`src/rtl/mac_dot_sequencer.sv`:
```
// mac_dot_sequencer: streams operand pairs into a pipelined MAC one element
// at a time and returns bias plus the VEC_LEN-element dot product.
module mac_dot_sequencer #(
    parameter int IN_WIDTH  = 8,
    parameter int ACC_WIDTH = 16,
    parameter int VEC_LEN   = 9,
    parameter int MAC_LAT   = 2
) (
    input  logic                 clk,
    input  logic                 rst_n,
    input  logic                 start,
    input  logic [ACC_WIDTH-1:0] bias,
    output logic                 busy,
    output logic                 done,
    output logic [ACC_WIDTH-1:0] result,
    input  logic                 in_valid,
    output logic                 in_ready,
    input  logic [IN_WIDTH-1:0]  in_a,
    input  logic [IN_WIDTH-1:0]  in_b,
    output logic                 mac_en,
    output logic [IN_WIDTH-1:0]  mac_a,
    output logic [IN_WIDTH-1:0]  mac_b,
    output logic [ACC_WIDTH-1:0] mac_acc_in,
    input  logic [ACC_WIDTH-1:0] mac_acc_out
);

    localparam int WCW = (MAC_LAT > 1) ? $clog2(MAC_LAT) : 1;
    localparam logic [7:0]     LAST  = 8'(VEC_LEN - 1);
    localparam logic [WCW-1:0] WLOAD = WCW'(MAC_LAT - 1);

    typedef enum logic [2:0] {
        S_IDLE,
        S_FETCH,
        S_ISSUE,
        S_WAIT,
        S_DONE
    } state_e;

    state_e               state_q, state_d;
    logic [7:0]           cnt_q, cnt_d;
    logic [WCW-1:0]       wcnt_q, wcnt_d;
    logic [ACC_WIDTH-1:0] acc_q, acc_d;
    logic [IN_WIDTH-1:0]  a_q, a_d;
    logic [IN_WIDTH-1:0]  b_q, b_d;
    logic [ACC_WIDTH-1:0] ain_q, ain_d;
    logic [ACC_WIDTH-1:0] res_q, res_d;
    logic                 done_q, done_d;
    logic                 busy_q, busy_d;

    // Next-state, datapath capture and registered-output decode.
    always_comb begin
        state_d = state_q;
        cnt_d   = cnt_q;
        wcnt_d  = wcnt_q;
        acc_d   = acc_q;
        a_d     = a_q;
        b_d     = b_q;
        ain_d   = ain_q;
        res_d   = res_q;
        unique case (state_q)
            S_IDLE: begin
                if (start) begin
                    state_d = S_FETCH;
                    acc_d   = bias;
                    cnt_d   = '0;
                end
            end
            S_FETCH: begin
                if (in_valid) begin
                    a_d     = in_a;
                    b_d     = in_b;
                    ain_d   = acc_q;
                    state_d = S_ISSUE;
                end
            end
            S_ISSUE: begin
                wcnt_d  = WLOAD;
                state_d = S_WAIT;
            end
            S_WAIT: begin
                if (wcnt_q == '0) begin
                    acc_d = mac_acc_out;
                    if (cnt_q == LAST) begin
                        state_d = S_DONE;
                    end else begin
                        cnt_d   = cnt_q + 8'd1;
                        state_d = S_FETCH;
                    end
                end else begin
                    wcnt_d = wcnt_q - WCW'(1);
                end
            end
            S_DONE: begin
                res_d   = acc_q;
                state_d = S_IDLE;
            end
            default: state_d = S_IDLE;
        endcase
        done_d = (state_q == S_DONE);
        busy_d = (state_d != S_IDLE) || (state_q == S_DONE);
    end

    // State and datapath registers; reset abandons any operation in flight.
    always_ff @(posedge clk or negedge rst_n) begin
        if (!rst_n) begin
            state_q <= S_IDLE;
            cnt_q   <= '0;
            wcnt_q  <= '0;
            acc_q   <= '0;
            a_q     <= '0;
            b_q     <= '0;
            ain_q   <= '0;
            res_q   <= '0;
            done_q  <= 1'b0;
            busy_q  <= 1'b0;
        end else begin
            state_q <= state_d;
            cnt_q   <= cnt_d;
            wcnt_q  <= wcnt_d;
            acc_q   <= acc_d;
            a_q     <= a_d;
            b_q     <= b_d;
            ain_q   <= ain_d;
            res_q   <= res_d;
            done_q  <= done_d;
            busy_q  <= busy_d;
        end
    end

    assign in_ready   = (state_q == S_FETCH);
    assign mac_en     = (state_q == S_ISSUE);
    assign mac_a      = a_q;
    assign mac_b      = b_q;
    assign mac_acc_in = ain_q;
    assign result     = res_q;
    assign done       = done_q;
    assign busy       = busy_q;

endmodule

```
`config.mk`:
```
export PLATFORM = sky130hd
export DESIGN_NAME = mac_dot_sequencer
export DESIGN_NICKNAME = d
export VERILOG_FILES = /design/src/rtl/mac_dot_sequencer.sv
export SDC_FILE = /design/constraint.sdc
export NUM_CORES = 1
export LEC_CHECK = 0
export BUFFER_PORTS_ARGS = -buffer_cell sky130_fd_sc_hd__clkbuf_2
export CAP_MARGIN = 25
export CORE_AREA = 4 4 81 83
export CTS_BUF_LIST = sky130_fd_sc_hd__clkbuf_4 sky130_fd_sc_hd__clkbuf_8
export DETAILED_ROUTE_END_ITERATION = 8
export DIE_AREA = 0 0 85 87
export GPL_TIMING_DRIVEN = 0
export PLACE_DENSITY_LB_ADDON = 0.12
export SLEW_MARGIN = 20
export SYNTH_ARGS = -nofsm -noshare
export SYNTH_HDL_FRONTEND = slang
export SYNTH_SLANG_ARGS = --single-unit
```
`constraint.sdc`:
```
create_clock -name clk -period 3.2 [get_ports clk]
set_input_delay 0 -clock clk [delete_from_list [all_inputs] [get_ports clk]]
set_output_delay 0 -clock clk [all_outputs]
set_load 0.03 [all_outputs]
```
# After elaboration in Yosys (flattened, before gate mapping)
# Cells that the tools add are included.
# totals
output_inout_bits,52
regBits,78
# op_classes
eq_ne,8
mux,14
n_reduce_logical,8
addsub,2
# ops
cell,n
16-bit two-way mux,2
16-bit one-hot mux with 2 select lines,1
8-bit two-way mux,3
8-bit one-hot mux with 2 select lines,1
3-bit two-way mux,4
3-bit one-hot mux with 4 select lines,1
8-bit by 1-bit adder with 8-bit output (second input constant),1
8-bit by 4-bit == test with 1-bit output (second input constant),1
3-bit by 2-bit == test with 1-bit output (second input constant),2
2-bit inequality test (second input constant),3
4-bit AND reduction,1
2-bit nonzero test,2
3-bit by 1-bit == test with 1-bit output (second input constant),1
3-bit == test (second input constant),1
3-bit zero test,1
3-bit AND reduction,1
3-bit nonzero test,1
1-bit one-hot mux with 2 select lines,1
2-bit AND reduction,1
1-bit logical OR,1
1-bit two-way mux,1
1-bit subtractor (second input constant),1

# Longest topological paths before layout
# Gate-level depths: netlist of run 1.
# logic_depth
depth_word,6
mapped_depth,7
depth_no_buf,6

# Worst setup path before layout of run 1
# No wires, ideal clock.
# synth_path
path_type,flip-flop to flip-flop
from,register state_q[1]
to,"register a_q[0], in the netlist mac_a[0]"
path_stages_with_launch,7
arrival_ns,2.257
n_path_buf,3
synth_period_minus_slack_ns,2.382
setup_slack_ns,0.818
setup_ns,0.125
required_time_ns,3.075
cell_sequence,dfrtp_1 -> buf_4 -> nor3b_1 -> and2_1 -> clkbuf_1 -> buf_2 -> mux2_2
# synth_between
elab_chain_len,2
# synth_rtl
item,line,rtl
"start, declared",39,"state_e state_q, state_d;"
"start signal, assigned",117,state_q <= state_d;
3-bit by 1-bit == test with 1-bit output,n/a,
via in_ready,17,"output logic in_ready,"
2-bit AND reduction (no source line),n/a,
"end signal, assigned",110,a_q <= '0;
"end signal, assigned",121,a_q <= a_d;
"end, declared",43,"logic [IN_WIDTH-1:0] a_q, a_d;"
# The timed path passes the listed nets, and every way through them passes these cells.
# A chain may end at the register's enable or synchronous reset.

# Worst setup path in the final report of run 1
# layout_path
from,register state_q[2]
to,register acc_q[15]
# layout_between
elab_chain_len,3
word_cells_on_any_way,7
classes_between,eq/ne (3); mux (1); reduce/logical (3)
# layout_rtl
item,line,rtl
3-bit by 2-bit == test with 1-bit output or 3-bit zero test (tied branches),60,unique case (state_q)
2-bit inequality test (no source line) or 2-bit nonzero test (tied branches),n/a,
3-bit AND reduction (no source line),n/a,
"end signal, assigned",109,acc_q <= '0;
"end signal, assigned",120,acc_q <= acc_d;
"end, declared",42,"logic [ACC_WIDTH-1:0] acc_q, acc_d;"
# Several ways; a longest one is shown, not always the timed one.

==> results of run 1 <==
==> through the flow <==
step | std cells | util
floorplan | 239 | -
global placement | 417 | 0.6555
detailed placement | 418 | 0.6606
CTS | 481 | 0.7840
global route | 481 | 0.7840
finish | 481 | 0.7840
==> worst min path at each step <==
stage,to,slack [ps],cells after the start
6_report,acc_q[12],-10,3
3_3_place_gp,mac_b[1],230,2
4_1_cts,acc_q[12],6,3
3_5_place_dp,cnt_q[6],-20,1
2_1_floorplan,acc_q[0],-300,0
5_1_grt,acc_q[12],10,3
==> metal layers <==
| metal | up-vias | global-route usage |
|---|---|---|
| met4 | 0 | 0.09496 |
| met3 | 7 | 0.04636 |
| li1 | 1163 | - |
| met2 | 69 | 0.3708 |
| met1 | 1185 | 0.2764 |
| met5 | - | 0 |
==> cell families (layout without fill, tap and decap cells) <==
logic type / Yosys count / in the layout / share of synthesized area
mux: 67 / 67 / 0.2269
xor+xnor: 4 / 4 / 0.01086
fa+ha+maj: 2 / 2 / 0.007757
compound gates: 21 / 21 / 0.03763
flops: 78 / 78 / 0.6051
simple gates: 52 / 52 / 0.09039
buf+inv: 15 / 182 / 0.02134
==> cells in the mapped netlist (2+ instances only) <==
master	count
sky130_fd_sc_hd__nor3_1	2
sky130_fd_sc_hd__o21ai_0	16
sky130_fd_sc_hd__buf_2	7
sky130_fd_sc_hd__mux2i_1	18
sky130_fd_sc_hd__clkbuf_1	5
sky130_fd_sc_hd__nand2_1	21
sky130_fd_sc_hd__ha_1	2
sky130_fd_sc_hd__nor2b_1	3
sky130_fd_sc_hd__nor2_1	8
sky130_fd_sc_hd__xor2_1	4
sky130_fd_sc_hd__mux2_2	49
sky130_fd_sc_hd__and3_1	2
sky130_fd_sc_hd__nand4_1	4
sky130_fd_sc_hd__inv_1	2
sky130_fd_sc_hd__dfrtp_1	78
==> cell usage in the layout, fill, tap and decap left out, types with 5 or more instances in the layout <==
| master | instances |
|---|---|
| sky130_fd_sc_hd__mux2_2 | 49 |
| sky130_fd_sc_hd__mux2i_1 | 18 |
| sky130_fd_sc_hd__nor2_1 | 8 |
| sky130_fd_sc_hd__clkbuf_2 | 102 |
| sky130_fd_sc_hd__o21ai_0 | 16 |
| sky130_fd_sc_hd__clkbuf_8 | 10 |
| sky130_fd_sc_hd__dfrtp_1 | 78 |
| sky130_fd_sc_hd__buf_2 | 7 |
| sky130_fd_sc_hd__nand2_1 | 21 |
| sky130_fd_sc_hd__clkbuf_1 | 5 |
| sky130_fd_sc_hd__dlygate4sd3_1 | 47 |
==> flip-flops by register name, summed over array words and instances, names as in the netlist <==
name        cells
acc_q          16
busy            1
cnt_q           8
done            1
mac_a           8
mac_acc_in     16
mac_b           8
result         16
state_q         3
wcnt_q          1
==> power groups by stage <==
stage          clock network [µW]  registers (µW)  logic [µW]
2_1_floorplan                   0            2080         787
3_3_place_gp                    0            1610        1750
3_5_place_dp                    0            1630        1800
4_1_cts                       920            1620        1910
5_1_grt                       972            1680        2050
6_report                      908            1620        1900
==> area by class of cell <==
class	instances	area (µm²)
flip-flops and latches	78	1952
clock inverters	5	106.4
plain buffers	13	61.31
repair buffers	151	1016
inverters	2	7.507
fillers	380	1264
multi-input cells	146	1205
clock buffers	11	145.1
well taps	75	93.84
==> worst max-delay path, cell delays in order, from the launching register on <==
cell and delay, ps:
sky130_fd_sc_hd__dfrtp_1 500, sky130_fd_sc_hd__nand3b_1 150, sky130_fd_sc_hd__buf_2 230, sky130_fd_sc_hd__buf_2 360, sky130_fd_sc_hd__mux2i_1 250, sky130_fd_sc_hd__dlygate4sd3_1 570
sky130_fd_sc_hd__o21ai_0 70
==> what timing repair did <==
action,CTS,global route
endpoints found under the hold margin,109,0
setup endpoints to repair,0,0
setup buffers,0,0
hold buffers,47,0
gates resized for setup,0,0
==> implementation parameters, run 1 <==
Parameter                              Value

Drt
  Routed wirelength normalized by instance count ... 15.89 µm
  Top metal layer carrying routed signals ... met4
  Total vias in the final route ... 2,424
  Met1 wire length ... 3.150 mm
  Routed WL ... 7.644 mm
  Pre-Repair DR Iteration Count ... 4
  Residual DRC count ... 0
  Met3 wire length ... 473 µm
  DRT antenna net count ... 0
  Detailed router's first-iteration violation count ... 125
  Vias/cell ... 5.040
  Routed length on met2 ... 3.944 mm

Floorplanning
  Area enclosed by the die boundary ... 0.007395 mm²
  Die Height ... 87 µm
  Io pins ... 104
  Num rows ... 28
  Initial core utilization ... 0.5513
  Core Region ... 0.005851 mm²
  X dimension of the die ... 85 µm

Place
  Routability congestion estimate from global placement ... 0.7730
  Post-Place Worst Slack ... 1125 ps
  Number of buffers added on ports ... 103
  Post-DP HPWL ... 4.834 mm
  Placement Cell Area ... 0.003865 mm²

Hold path
  Worst Min Path Start ... mac_acc_out[12]
  Hold Path Class ... input port to flop

STA
  Unrepaired setup endpoints after global routing ... false
  Total setup violations reported at the end of the flow ... 0
  Maximum clock frequency ... 441.9 MHz
  Slew Viols, Final ... 0
  Smallest setup slack after layout ... 936.8 ps
  Final period utilization ... 0.7072
  Final min period ... 2263 ps
  Relative slew slack ... 0.5006
  Worst hold margin ... -9.771 ps
  Actual slew at the worst max-slew pin ... 745.8 ps
  Post-Route Skew ... 7.042 ps
  Setup TNS Final ... 0 ps
  Number of hold violations in the final report ... 1

Logic synthesis
  Most area-consuming cells after synthesis ... sky130_fd_sc_hd__dfrtp_1 61%, sky130_fd_sc_hd__mux2_2 17%, sky130_fd_sc_hd__mux2i_1 5.6%
  Cell count after synthesis ... 239
  Count of yosys warnings during synthesis ... 0
  Top-area cell type share of the netlist area ... 0.6051
  Share of the yosys chip area belonging to registers ... 0.6051
  Post-synthesis area per instance ... 13.50 µm²
  Cell area after synthesis ... 0.003226 mm²
  Main flop type after synthesis ... sky130_fd_sc_hd__dfrtp_1
  Post-synthesis sequential element count ... 78
  Proportion of register bits with asynchronous set or reset after synthesis ... 1.000
  Unique cell type count in the Yosys netlist ... 33
  Nets in the synthesized netlist ... 293
  Number of enable-type register cells in the synthesized netlist ... 0
  Cell type with the largest total area after synthesis ... sky130_fd_sc_hd__dfrtp_1

Setup path
  Worst endpoint data arrival time ... 2470 ps
  Element type at the critical path end ... flop
  Worst Setup Start Kind ... flop
  R2r endpoint ... acc_q[15]
  Termination of the worst setup path ... acc_q[15]
  Required time of the worst setup path ... 3410 ps
  Number of cell instances on the worst register-to-register path ... 6
  Reg-to-Reg Start ... state_q[2]
  Worst reg-to-reg setup slack ... 940 ps
  Startpoint of the most critical setup path ... state_q[2]
  Worst Path Class, Setup ... flop to flop
  CP max FO ... 10

Cells and area
  Post-route cell area ... 0.004587 mm²
  Proportion of layout cells with a drive suffix above 1 ... 0.4532
  Diode insertion count for antenna repair ... 0
  Layout Area Growth over Synthesis ... 42.20%
  # nets final ... 455

CTS
  Maximum number of buffers from clock root to sink ... 2
  TritonCTS clock tree ... done
  Clock transition time at the flip-flop clock pins of the worst setup and hold paths ... 80 ps
  Number of CTS-inserted buffers ... 9
  Clock Root Buffer ... sky130_fd_sc_hd__clkbuf_8
  Clock latency at the later pin of the worst-skew pair ... 340 ps
  Sinks on the clock net ... 78
  CTS H-Tree Depth ... 3

Outcome
  Failing checks ... negative hold slack
  Run status ... complete, but fails checks

Global route
  Number of global-route vias before repair ... 2,564
  Antenna violations before repair ... 0
  Pin count of the biggest net entering global routing ... 53
  Wire length of the first global-routing pass ... 12.53 mm
  Global Route Usage Sum ... 0.2203
  Global-route congestion overflow total ... 0

Pwr
  Leakage power summed over all cells ... 0.002366 µW
  Clock power share ... 0.205
  Internal portion of total power ... 2680 µW
  Switching part of the total ... 0.3949
  Worst voltage drop across the vdd grid ... 0.0006099 V
  Power dissipated by switching net loads ... 1749 µW
  Power density over cell area ... 965.6 mW/mm²
  Combinational cell fraction of total power ... 0.428
  Overall power after layout ... 4429 µW
  Sequential cell fraction of total power ... 0.367

Flow run
  Max Cap Violations ... 0
(Power assumes the default switching activity.)
==> run 2, diff against run 1 <==
ABC_AREA = 1   (was default)
CORE_AREA = 4 4 90 92   (was 4 4 81 83)
DIE_AREA = 0 0 94 96   (was 0 0 85 87)
clock period = 1.82 ns   (was 3.2 ns; I/O delays follow)
==> implementation parameters, run 2 <==
Parameter                              Value

Setup path
  Worst endpoint data arrival time ... 1950 ps
  CP max FO ... 6
  Required time of the worst setup path ... 2050 ps
  Worst Setup Start Kind ... flop
  Worst Path Class, Setup ... flop to flop
  Element type at the critical path end ... flop

Logic synthesis
  Post-Synth Simple-Gate Area ... 0.2664
  Number of enable-type register cells in the synthesized netlist ... 0
  Main flop type after synthesis ... sky130_fd_sc_hd__dfrtp_1
  Share of the yosys chip area belonging to registers ... 0.5671
  Post-synthesis area per instance ... 8.274 µm²
  Most area-consuming cells after synthesis ... sky130_fd_sc_hd__dfrtp_1 57%, sky130_fd_sc_hd__nand2_1 19%, sky130_fd_sc_hd__o21ai_0 7.1%
  Cell count after synthesis ... 416
  Fraction of synthesized area in multiplexers ... 0
  XOR/XNOR Fraction of Synth Area ... 0.002545
  Cell area after synthesis ... 0.003442 mm²
  Main combinational cell family by area after synthesis ... simple AND/OR/NAND/NOR gates
  Compound-gate portion of the synthesized area ... 0.08324
  Count of yosys warnings during synthesis ... 0
  Cell type with the largest total area after synthesis ... sky130_fd_sc_hd__dfrtp_1
  Top-area cell type share of the netlist area ... 0.5671
  Cell types with the highest counts after synthesis ... 171 x sky130_fd_sc_hd__nand2_1, 78 x sky130_fd_sc_hd__dfrtp_1, 49 x sky130_fd_sc_hd__o21ai_0
  Synthesized-area fraction occupied by adder cells ... 0.007270
  Nets in the synthesized netlist ... 470
  Unique cell type count in the Yosys netlist ... 23
  Post-synthesis sequential element count ... 78
  Library cell with the highest instance count after synthesis ... sky130_fd_sc_hd__nand2_1
  Proportion of register bits with asynchronous set or reset after synthesis ... 1.000

Flow run
  Max Cap Violations ... 0

Pwr
  Worst voltage drop across the vdd grid ... 0.0006706 V
  Sequential cell fraction of total power ... 0.359
  Clock power share ... 0.187
  Internal portion of total power ... 3946 µW
  Combinational cell fraction of total power ... 0.453
  Leakage power summed over all cells ... 0.002633 µW
  Power density over cell area ... 1471 mW/mm²
  Power dissipated by switching net loads ... 3165 µW
  Switching part of the total ... 0.4451

CTS
  TritonCTS clock tree ... done
  Maximum number of buffers from clock root to sink ... 2
  Number of CTS-inserted buffers ... 9
  Clock Root Buffer ... sky130_fd_sc_hd__clkbuf_8
  Sinks on the clock net ... 78
  Clock latency at the later pin of the worst-skew pair ... 360 ps
  CTS H-Tree Depth ... 3
  Clock transition time at the flip-flop clock pins of the worst setup and hold paths ... 80 ps

Drt
  Routed WL ... 9.056 mm
  Detailed router's first-iteration violation count ... 199
  DRT antenna net count ... 0
  Total vias in the final route ... 3,278
  Residual DRC count ... 0
  Pre-Repair DR Iteration Count ... 6
  Routed wirelength normalized by instance count ... 13.16 µm
  Vias/cell ... 4.765

STA
  Unrepaired setup endpoints after global routing ... false
  Total setup violations reported at the end of the flow ... 0
  Smallest setup slack after layout ... 102.1 ps
  Number of hold violations in the final report ... 0
  Final min period ... 1718 ps
  Post-Route Skew ... 15.80 ps
  Relative slew slack ... 0.6331
  Actual slew at the worst max-slew pin ... 550.4 ps
  Final period utilization ... 0.9439
  Maximum clock frequency ... 582.1 MHz
  Slew Viols, Final ... 0

Global route
  Global Route Usage Sum ... 0.2147
  Pin count of the biggest net entering global routing ... 41
  GR Util met3 ... 0.05004
  Met1 track demand over resource ... 0.2801
  Antenna violations before repair ... 0
  Wire length of the first global-routing pass ... 15.04 mm
  Number of global-route vias before repair ... 3,222
  Peak-usage layer in the global routing report ... met2
  Global routing met2 resource utilization ... 0.3525
  Global-route congestion overflow total ... 0

Place
  Post-DP HPWL ... 6.109 mm
  Number of buffers added on ports ... 102
  Post-Place Worst Slack ... 303.2 ps
  Routability congestion estimate from global placement ... 0.7920

Cells and area
  Diode insertion count for antenna repair ... 0
  Register cell area after layout ... 0.001952 mm²
  Commonest cells after routing, fill and taps aside ... 171 x sky130_fd_sc_hd__nand2_1, 101 x sky130_fd_sc_hd__clkbuf_2, 78 x sky130_fd_sc_hd__dfrtp_1, 52 x sky130_fd_sc_hd__dlygate4sd3_1, 49 x sky130_fd_sc_hd__o21ai_0
  Proportion of layout cells with a drive suffix above 1 ... 0.2513
  Layout Area Growth over Synthesis ... 40.49%
  Final Util ... 0.6703
  Leading cell type in the layout, fill and taps excluded ... sky130_fd_sc_hd__nand2_1
  # nets final ... 638
  Final-layout fill cell count ... 585
  Multi-input logic area ... 0.001237 mm²

Floorplanning
  Num rows ... 31
  Die Height ... 96 µm
  Area enclosed by the die boundary ... 0.009024 mm²
  Core Region ... 0.007214 mm²
  Io pins ... 104
  Initial core utilization ... 0.4771
  X dimension of the die ... 94 µm

Outcome
  Run status ... finished clean

Hold path
  Hold Path Class ... input port to flop
run 2: final cells by class:
class | instances | share of cell area
clock buffers | 9 | 0.02561
well taps | 99 | 0.02561
plain buffers | 18 | 0.02277
multi-input cells | 282 | 0.2559
repair buffers | 157 | 0.2210
inverters | 38 | 0.02950
flip-flops and latches | 78 | 0.4036
clock inverters | 7 | 0.01604
run 2: timing repair:
action	in CTS	in global routing
hold buffers	52	0
setup buffers	0	2
gates resized for setup	0	1
endpoints found under the hold margin	70	0
setup endpoints to repair	0	3
run 2: logic make-up (layout without fill, tap and decap cells):
logic type	after synthesis	after routing
AO/OA/AOI/OAI	54	54
XOR/XNOR	1	1
adder cells (fa/ha/maj)	2	2
buffers and inverters	56	229
flip-flops	78	78
AND/OR/NAND/NOR	225	225
run 2: stage by stage:
| step | hold WS, ps | cells | total power [µW] | cell area, µm² | TNS, ps |
|---|---|---|---|---|---|
| after CTS | 2.702 | 686 | 7137 | 4821 | 0 |
| after global placement | 235.2 | 617 | 5591 | 4076 | -81.90 |
| after global routing | 13.21 | 688 | 7665 | 4836 | 0 |
| final | 6.650 | 688 | 7111 | 4836 | 0 |
| after floorplan | -295.6 | 416 | 4688 | 3442 | 0 |
| after detailed placement | 44.88 | 618 | 5662 | 4099 | 0 |
run 2: routing by layer:
layer,up-vias,part of all wire
met5,-,0
met4,0,0.015
met3,13,0.055
met2,112,0.48
met1,1522,0.45
li1,1631,-
run 2: critical path, cell delays in order (launching register included):
cell and delay (ps):
sky130_fd_sc_hd__dfrtp_1 390, sky130_fd_sc_hd__inv_2 70, sky130_fd_sc_hd__nand2_2 80, sky130_fd_sc_hd__nor2_4 130, sky130_fd_sc_hd__inv_2 100, sky130_fd_sc_hd__nand2_1 80, sky130_fd_sc_hd__nand2_1 50, sky130_fd_sc_hd__dlygate4sd3_1 550
sky130_fd_sc_hd__nand2_1 70, sky130_fd_sc_hd__o21ai_0 70
run 2: path summary, 6_finish.rpt:
path,startpoint,endpoint,slack (ps),cells after the start
setup / recovery,state_q[2],acc_q[0],100,9
hold / removal,in_valid,mac_b[1],7,3
setup reg to reg,state_q[2],acc_q[0],100,9
hold reg to reg,mac_a[7],mac_a[7],480,2
max in group asynchronous,rst_n,cnt_q[7],1030,3
min in group asynchronous,rst_n,result[9],180,2
run 2: power by group through the flow:
stage	clock network [µW]	registers (µW)	logic [µW]
final	1330	2550	3220
after global routing	1450	2620	3590
after CTS	1370	2550	3220
after detailed placement	0	2580	3080
after global placement	0	2570	3020
after floorplan	0	3210	1480
==> run 3, diff against run 2 <==
CORE_AREA = 4 4 107 78   (was 4 4 90 92)
DIE_AREA = 0 0 111 82   (was 0 0 94 96)
==> implementation parameters, run 3 (synthesized netlist as in run 2, its figures left out) <==
Parameter                              Value

Floorplanning
  X dimension of the die ... 111 µm
  Initial core utilization ... 0.4745
  Die Height ... 82 µm
  Core Region ... 0.007254 mm²
  Area enclosed by the die boundary ... 0.009102 mm²
  Num rows ... 26
  Io pins ... 104

Cells and area
  Diode insertion count for antenna repair ... 0
  Register cell area after layout ... 0.001952 mm²
  Final Util ... 0.6659
  Leading cell type in the layout, fill and taps excluded ... sky130_fd_sc_hd__nand2_1
  Post-route cell area ... 0.004831 mm²
  # nets final ... 641
  Layout Area Growth over Synthesis ... 40.35%
  Commonest cells after routing, fill and taps aside ... 171 x sky130_fd_sc_hd__nand2_1, 101 x sky130_fd_sc_hd__clkbuf_2, 78 x sky130_fd_sc_hd__dfrtp_1, 51 x sky130_fd_sc_hd__dlygate4sd3_1, 49 x sky130_fd_sc_hd__o21ai_0
  Proportion of layout cells with a drive suffix above 1 ... 0.2555
  Multi-input logic area ... 0.001237 mm²
  Final-layout fill cell count ... 648

CTS
  Sinks on the clock net ... 78
  Maximum number of buffers from clock root to sink ... 2
  Clock transition time at the flip-flop clock pins of the worst setup and hold paths ... 80 ps
  CTS H-Tree Depth ... 3
  Clock latency at the later pin of the worst-skew pair ... 350 ps
  Number of CTS-inserted buffers ... 9
  TritonCTS clock tree ... done
  Clock Root Buffer ... sky130_fd_sc_hd__clkbuf_8

Setup path
  Cell repeated most along the worst path ... sky130_fd_sc_hd__nand2_1
  CP max FO ... 6
  Reg-to-Reg Start ... state_q[2]
  Cell class contributing the biggest share of worst-path delay ... buffers and inverters
  CP bufs+invs ... 3
  Worst stage delay on the critical path ... 550 ps
  Worst reg-to-reg setup slack ... 110 ps
  Worst Path Class, Setup ... flop to flop
  Required time of the worst setup path ... 2050 ps
  Worst path slowest cell ... sky130_fd_sc_hd__dlygate4sd3_1
  Cell breakdown of the critical path ... inv_2 > nand2_2 > nor2_4 > inv_4 > nand2_1 > nand2_1 > dlygate4sd3_1 > nand2_1 > o21ai_0
  Element type at the critical path end ... flop
  Worst Setup Start Kind ... flop
  Startpoint of the most critical setup path ... state_q[2]
  Worst endpoint data arrival time ... 1940 ps

Outcome
  Failing checks ... negative hold slack
  Run status ... complete, but fails checks

Flow run
  Max Cap Violations ... 0

Place
  Number of buffers added on ports ... 102
  Post-Place Worst Slack ... 272.3 ps
  Routability congestion estimate from global placement ... 0.7647
  Post-DP HPWL ... 6.079 mm
  Placement Cell Area ... 0.004105 mm²

STA
  Setup TNS Final ... 0 ps
  Final period utilization ... 0.9388
  Slew Viols, Final ... 0
  Unrepaired setup endpoints after global routing ... false
  Worst hold margin ... -43.51 ps
  Actual slew at the worst max-slew pin ... 510.8 ps
  Relative slew slack ... 0.6595
  Final min period ... 1709 ps
  Number of hold violations in the final report ... 1
  Smallest setup slack after layout ... 111.3 ps
  Total setup violations reported at the end of the flow ... 0
  Post-Route Skew ... 8.005 ps
  Maximum clock frequency ... 585.3 MHz

Global route
  Global-route congestion overflow total ... 0
  Number of global-route vias before repair ... 3,247
  Wire length of the first global-routing pass ... 15.67 mm
  Antenna violations before repair ... 0
  Global Route Usage Sum ... 0.2180
  Pin count of the biggest net entering global routing ... 44

Drt
  Pre-Repair DR Iteration Count ... 4
  Routed wirelength normalized by instance count ... 13.33 µm
  Routed WL ... 9.187 mm
  DRT antenna net count ... 0
  Residual DRC count ... 0
  Total vias in the final route ... 3,209
  Detailed router's first-iteration violation count ... 135
  Vias/cell ... 4.657

Hold path
  Hold Path Class ... input port to flop
  Worst Min Path Start ... mac_acc_out[2]

Pwr
  Worst voltage drop across the vdd grid ... 0.0009397 V
  Leakage power summed over all cells ... 0.002628 µW
  Power density over cell area ... 1439 mW/mm²
[run 3: cell types whose count changed in the layout (fill, tap and decap cells not counted), sizes merged]
cell	change
buf	+4
inv	-3
clkinv	+2
bufinv	-1
clkbuf	+1
dlygate4sd3	-1
[run 3: timing repair]
item / CTS / global route
hold buffers: 52 / 0
endpoints found under the hold margin: 66 / 0
buffers inserted: 0 / 6
endpoints found under the setup margin: 0 / 3
gates resized for setup: 0 / 2
[run 3: layout make-up]
type | instances | area share
Sequential cell | 78 | 0.4040
Clock inverter | 5 | 0.007511
Multi-Input combinational cell | 282 | 0.2562
Buffer | 18 | 0.02279
Timing Repair Buffer | 160 | 0.2269
Inverter | 38 | 0.03004
Clock buffer | 10 | 0.02720
Tap cell | 98 | 0.02538
[run 3: path summary, 6_finish.rpt]
path,end,cells after the start
min,acc_q[2],5
max reg2reg,acc_q[0],9
max,acc_q[0],9
min reg2reg,mac_a[3],2
max in group asynchronous,busy,3
min in group asynchronous,result[5],2
[run 3: per-layer routing]
layer / routed length [µm] / global-route usage / up-vias
li1: - / - / 1628
met1: 4268 / 0.2864 / 1495
met2: 4292 / 0.3632 / 76
met3: 533 / 0.06701 / 10
met4: 93 / 0.04428 / 0
met5: 0 / 0 / -
[run 3: per-stage QoR]
step                cells  power, µW
detailed placement    617       5661
global route          689       7497
floorplan             416       4688
global placement      616       5592
CTS                   684       6955
finish                689       6952
[run 3: power by group]
| group | switching [µW] | total, µW | internal, µW |
|---|---|---|---|
| logic | 2220 | 3250 | 1030 |
| clock network | 636 | 1140 | 508 |
| registers | 270 | 2560 | 2290 |
| total | 3120 | 6950 | 3830 |
[run 3: worst min-delay path: stages]
cell	delay, ps
sky130_fd_sc_hd__clkbuf_2	80
sky130_fd_sc_hd__nand2_1	40
sky130_fd_sc_hd__nand2_1	60
sky130_fd_sc_hd__nand2_1	40
sky130_fd_sc_hd__o21ai_0	50
